===== config.mk =====
export PLATFORM = sky130hd
export DESIGN_NAME = ibr_multi
export DESIGN_NICKNAME = d
export VERILOG_FILES = /design/src/rtl/ibr_multi.sv
export SDC_FILE = /design/constraint.sdc
export NUM_CORES = 2
export LEC_CHECK = 0
export ABC_CLOCK_PERIOD_IN_PS = 13480
export CAP_MARGIN = 20
export CELL_PAD_IN_SITES_DETAIL_PLACEMENT = 0
export CELL_PAD_IN_SITES_GLOBAL_PLACEMENT = 1
export CORE_MARGIN = 5
export CORE_UTILIZATION = 26
export DETAILED_ROUTE_END_ITERATION = 7
export PLACE_DENSITY = 0.62
export SLEW_MARGIN = 5
export SYNTH_ARGS = -nofsm -noshare
export SYNTH_HDL_FRONTEND = slang
export SYNTH_SLANG_ARGS = --single-unit

===== constraint.sdc =====
create_clock -name clk -period 13.48 [get_ports clk]
set_input_delay 2.696 -clock clk [delete_from_list [all_inputs] [get_ports clk]]
set_output_delay 2.696 -clock clk [all_outputs]
set_load 0.05 [all_outputs]

===== src/rtl/ibr_multi.sv =====
// ibr_multi: multi-lane integer branch resolution unit (EX0 -> EX1).
// Resolves BR/JAL/JALR per lane and compares each true target with the
// front-end predicted target. It arbitrates the oldest mispredict into a
// registered redirect. While a redirect drains, branches younger than the
// held redirect are suppressed.
// Ports:
//   clk, reset            clock; asynchronous active-low reset
//   iss_*_ex0             per-lane issue payload (vld/kind/funct3/pc/imm/pred/robid)
//   src1_ex0, src2_ex0    per-lane operands
//   flush_done            ROB pulse: redirect drained
//   resvld_ex1, link_ex1  per-lane result valid and link value
//   mispred_*_ex1         redirect pulse, target and ROB id (held when idle)
//   flushing              flush state indicator
module ibr_multi #(
  parameter int unsigned NUM_LANES = 2,
  parameter int unsigned XLEN      = 64,
  parameter int unsigned PADDR_W   = 64,
  parameter int unsigned ROBID_W   = 7
) (
  input  logic                           clk,
  input  logic                           reset,
  input  logic [NUM_LANES-1:0]           iss_vld_ex0,
  input  logic [2*NUM_LANES-1:0]         iss_kind_ex0,
  input  logic [3*NUM_LANES-1:0]         iss_funct3_ex0,
  input  logic [PADDR_W*NUM_LANES-1:0]   iss_pc_ex0,
  input  logic [PADDR_W*NUM_LANES-1:0]   iss_imm_ex0,
  input  logic [PADDR_W*NUM_LANES-1:0]   iss_pred_tgt_ex0,
  input  logic [ROBID_W*NUM_LANES-1:0]   iss_robid_ex0,
  input  logic [XLEN*NUM_LANES-1:0]      src1_ex0,
  input  logic [XLEN*NUM_LANES-1:0]      src2_ex0,
  input  logic                           flush_done,
  output logic [NUM_LANES-1:0]           resvld_ex1,
  output logic [XLEN*NUM_LANES-1:0]      link_ex1,
  output logic                           mispred_vld_ex1,
  output logic [PADDR_W-1:0]             mispred_tgt_ex1,
  output logic [ROBID_W-1:0]             mispred_robid_ex1,
  output logic                           flushing
);

  localparam logic [1:0] KIND_JAL  = 2'd1;
  localparam logic [1:0] KIND_JALR = 2'd2;
  localparam logic [1:0] KIND_RSV  = 2'd3;

  typedef enum logic {IDLE, FLUSH} state_t;

  state_t               state_q, state_nxt;
  logic [ROBID_W-1:0]   h_q;
  logic [NUM_LANES-1:0] lane_ok_c;
  logic [XLEN*NUM_LANES-1:0] link_c;
  logic                 any_c;
  logic [ROBID_W-1:0]   win_rob_c;
  logic [PADDR_W-1:0]   win_tgt_c;

  // Wrap-aware age compare: a is older than b.
  function automatic logic is_older(input logic [ROBID_W-1:0] a,
                                    input logic [ROBID_W-1:0] b);
    return (a[ROBID_W-2:0] < b[ROBID_W-2:0]) ^ (a[ROBID_W-1] != b[ROBID_W-1]);
  endfunction

  // Per-lane resolution, suppression and oldest-mispredict arbitration.
  always_comb begin : lane_eval
    logic [PADDR_W-1:0] pc, imm, pred, pcnxt, tgt;
    logic [XLEN-1:0]    s1, s2;
    logic [1:0]         kind;
    logic [2:0]         f3;
    logic [ROBID_W-1:0] rob;
    logic               taken, supp, mis;
    lane_ok_c = '0;
    link_c    = '0;
    any_c     = 1'b0;
    win_rob_c = '0;
    win_tgt_c = '0;
    pc = '0; imm = '0; pred = '0; pcnxt = '0; tgt = '0;
    s1 = '0; s2 = '0; kind = '0; f3 = '0; rob = '0;
    taken = 1'b0; supp = 1'b0; mis = 1'b0;
    for (int i = 0; i < NUM_LANES; i++) begin
      pc    = iss_pc_ex0[i*PADDR_W +: PADDR_W];
      imm   = iss_imm_ex0[i*PADDR_W +: PADDR_W];
      pred  = iss_pred_tgt_ex0[i*PADDR_W +: PADDR_W];
      s1    = src1_ex0[i*XLEN +: XLEN];
      s2    = src2_ex0[i*XLEN +: XLEN];
      kind  = iss_kind_ex0[i*2 +: 2];
      f3    = iss_funct3_ex0[i*3 +: 3];
      rob   = iss_robid_ex0[i*ROBID_W +: ROBID_W];
      pcnxt = pc + PADDR_W'(4);
      case (f3)
        3'b000:  taken = (s1 == s2);
        3'b001:  taken = (s1 != s2);
        3'b100:  taken = ($signed(s1) <  $signed(s2));
        3'b101:  taken = ($signed(s1) >= $signed(s2));
        3'b110:  taken = (s1 <  s2);
        3'b111:  taken = (s1 >= s2);
        default: taken = 1'b0;
      endcase
      case (kind)
        KIND_JAL:  tgt = pc + imm;
        KIND_JALR: tgt = (PADDR_W'(s1) + imm) & ~PADDR_W'(1);
        default:   tgt = taken ? (pc + imm) : pcnxt;
      endcase
      // Suppression looks only at H from the start of the cycle.
      supp = (state_q == FLUSH) && is_older(h_q, rob);
      lane_ok_c[i] = iss_vld_ex0[i] && (kind != KIND_RSV) && !supp;
      if (lane_ok_c[i] && (kind == KIND_JAL || kind == KIND_JALR))
        link_c[i*XLEN +: XLEN] = XLEN'(pcnxt);
      mis = lane_ok_c[i] && (tgt != pred);
      // Strictly-older replace keeps the lowest lane on equal ids.
      if (mis && (state_q == IDLE || is_older(rob, h_q)) &&
          (!any_c || is_older(rob, win_rob_c))) begin
        any_c     = 1'b1;
        win_rob_c = rob;
        win_tgt_c = tgt;
      end
    end
  end

  // Next flush state: a new redirect outranks a same-cycle flush_done.
  always_comb begin
    state_nxt = state_q;
    if (any_c)
      state_nxt = FLUSH;
    else if (state_q == FLUSH && flush_done)
      state_nxt = IDLE;
  end

  // EX1 registers, held redirect id and flush state.
  always_ff @(posedge clk or negedge reset) begin
    if (!reset) begin
      state_q           <= IDLE;
      h_q               <= '0;
      resvld_ex1        <= '0;
      link_ex1          <= '0;
      mispred_vld_ex1   <= 1'b0;
      mispred_tgt_ex1   <= '0;
      mispred_robid_ex1 <= '0;
      flushing          <= 1'b0;
    end else begin
      state_q         <= state_nxt;
      flushing        <= (state_nxt == FLUSH);
      resvld_ex1      <= lane_ok_c;
      link_ex1        <= link_c;
      mispred_vld_ex1 <= any_c;
      if (any_c) begin
        h_q               <= win_rob_c;
        mispred_tgt_ex1   <= win_tgt_c;
        mispred_robid_ex1 <= win_rob_c;
      end
    end
  end

endmodule

==> qor.yml <==
yosysTopAreaCell: "dfrtp_1"
slowest_stage: "nor4_1"
slew_headroom: 0.2115
cp_data_arrival_time_ns: 12.13
overflow: 0
vias_per_cell: 5.660
pin_count: 872
fmax_ghz: 0.08615
synth.most_common_cell: "nand2_1"
cts_root_buffer: "clkbuf_16"
die_height_um: 383.3
maxSlewViolCount: 0
power.density_nw_per_um2: 117.8
firstDrtPassIters: 6
ys_types: 109
cts_sinks: 203
setup_viol: 0
ys_ff_latch: 203
pwr-share-clk: 0.151
switching_share: 0.5349
crit_required_ns: 14.01
startpoint_type: "input port"
placementRows: 137
fin_tns_setup_ns: 0
grt_pass1_wl_um: 312200
fin_nets: 6731
hp-class: "reg -> reg"
yosysTopAreaCellShare: 0.1402
cap_violations: 0
crit_type: "in -> reg"
routed-via-count: 42860
irDropWorstVdd_uv: 129.5
grt.total_usage: 0.2896
area_delta_synth_final_pct: 32.76
yosysWarnings: 0
post_cts_resize_count: 0
intPower_w: 0.002637
cts_tree: "done"
worst_setup_path_end_kind: "flip-flop"
core_um2: 139000
clockBufferDepth: 3
drt_iter0_markers: 4150
ant_nets: 0
fin_skew_ns: 0.02875
ctsHoldBuffers: 0
dpl.hpwl_um: 194400
synthesis.nets: 6006
p_leak_nw: 19.91
pwr-share-seq: 0.183
grt_setup_unrepaired: "false"
antenna_found_initial: 53
dieArea_um2: 147000
finalCritPeriodShare: 0.8611
wire_per_inst_um: 29.95
outcome: "finished, final reports clean"
drcViolationCount: 0
finalCoreUtilization: 0.3461
cts_setup_buffers: 0
numCtsBuffers: 30
synth_area_um2: 36240
synth-main-ff-cell: "dfrtp_1"
ys_seq_area_frac: 0.1402
final_layout_size_suffix_gt1_frac: 0.04738
p_sw_w: 0.003032
grt_pass1_vias: 41770
path_clk_slew_ns: 0.06
worst_pin_slew_ns: 1.153
cts_max_level: 1
synth.top_cells.by_area: "dfrtp_1 14%, ha_1 14%, xnor2_1 6.0%"
avgSynthCellArea_um2: 7.351
gp_congestion: 0.9661
die_w_um: 383.3
path_max_fanout: 33
async_flop_share: 1.000
cpPeakStageDelay_ns: 0.80
finalHoldViolations: 0
clk_latency_ns: 0.65
min_period_ns: 11.61
portBuffers: 871
synth_edf_count: 0
routed_wl_um: 226800
syn_inst: 4930
ys_top_cells_by_count: "450 x nand2_1, 411 x nor2_1, 407 x a21oi_1"
comb_power_share: 0.666
grt_max_degree: 105
initial_core_util: 0.2607
==> cell families (layout without fill, tap and decap cells) <==
| group | Yosys count | count (layout) | synth area share |
|---|---|---|---|
| AOI/OAI and AO/OA | 1642 | 1642 | 0.3124 |
| and+or+nand+nor | 1636 | 1636 | 0.2229 |
| buffers and inverters | 538 | 1286 | 0.05835 |
| xor gates and xnor gates | 432 | 432 | 0.1044 |
| adders and majority gates | 407 | 407 | 0.1413 |
| DFF | 203 | 203 | 0.1402 |
| muxes | 72 | 72 | 0.02044 |
| other | 0 | 19 | 0 |
==> through the flow <==
stage	instance area [um2]	hold slack (ns)	setup WS [ns]	std cells	power [W]
detailed placement	47030	0.5428	0.9919	7499	0.004790
global placement	47020	0.5543	1.093	7498	0.004794
global route	48070	0.5941	1.447	7558	0.005969
finish	48110	0.5691	1.872	7573	0.005669
CTS	48060	0.5713	1.660	7554	0.005691
floorplan	36240	0.8092	4.238	4930	0.003165
==> path summary, 6_finish.rpt <==
kind / start / endpoint / slack [ns] / cells past startpoint
worst max register to register: h_q[3] / mispred_tgt_ex1[19] / 7.93 / 27
worst min-delay path: mispred_tgt_ex1[8] / mispred_tgt_ex1[8] / 0.57 / 2
worst min register to register: mispred_tgt_ex1[8] / mispred_tgt_ex1[8] / 0.57 / 2
min in group asynchronous: reset / link_ex1[114] / 2.16 / 1
max in group asynchronous: reset / mispred_tgt_ex1[40] / 9.15 / 3
worst max-delay path: src1_ex0[42] / mispred_tgt_ex1[19] / 1.87 / 36
==> final cells by class <==
| class | instances | area, um2 |
|---|---|---|
| Clock buffer | 34 | 817.0 |
| Clock inverter | 21 | 220.2 |
| Sequential cell | 203 | 5080 |
| Multi-Input combinational cell | 4189 | 29180 |
| Fill cell | 14830 | 90910 |
| Antenna cell | 19 | 47.55 |
| Tap cell | 1876 | 2347 |
| Inverter | 274 | 1028 |
| Timing Repair Buffer | 957 | 9394 |
==> critical path: cells and delay by family <==
kind | cells | cell delay (ns)
XOR/XNOR | 2 | 0.60
adder cells (fa/ha/maj) | 2 | 0.59
buffers and inverters | 6 | 1.68
AO/OA/AOI/OAI | 11 | 2.83
AND/OR/NAND/NOR | 15 | 3.66
==> registers in the layout, indices dropped and copies added, names as in the netlist <==
signal           count
state_q              1
mispred_vld_ex1      1
resvld_ex1           2
h_q                  7
mispred_tgt_ex1     64
link_ex1           128
==> power groups by stage <==
stage                     clock network (W)  logic (W)  registers [W]
after floorplan                           0    0.00174        0.00142
after global placement                    0    0.00375        0.00105
after detailed placement                  0    0.00375        0.00104
after CTS                          0.000889    0.00377        0.00103
after global routing               0.000908    0.00401        0.00105
final                              0.000859    0.00377        0.00104
==> per-layer routing <==
metal,GRT usage,vias to the layer above,share of wire
met2,0.4877,1776,0.46
met1,0.3774,20890,0.43
met4,0.07689,42,0.030
met5,0,-,0.0013
met3,0.05873,265,0.078
li1,-,19890,-
==> placed cells by master, fill, tap and decap left out, types with 50 or more instances in the layout <==
cell type	Yosys	layout
a211oi_1	58	58
a21o_1	174	174
a21oi_1	407	405
a31oi_1	73	72
and3_1	65	65
buf_4	5	84
clkdlybuf4s50_1	0	870
dfrtp_1	203	203
ha_1	403	401
inv_1	270	270
mux2i_1	56	56
nand2_1	450	447
nand2b_1	52	52
nand3_1	146	145
nand4_1	147	147
nor2_1	411	411
nor3_1	96	95
o211ai_1	94	94
o21ai_0	237	237
o21bai_1	50	50
xnor2_1	248	248
xor2_1	184	184
Power figures use the tool's default switching activity.
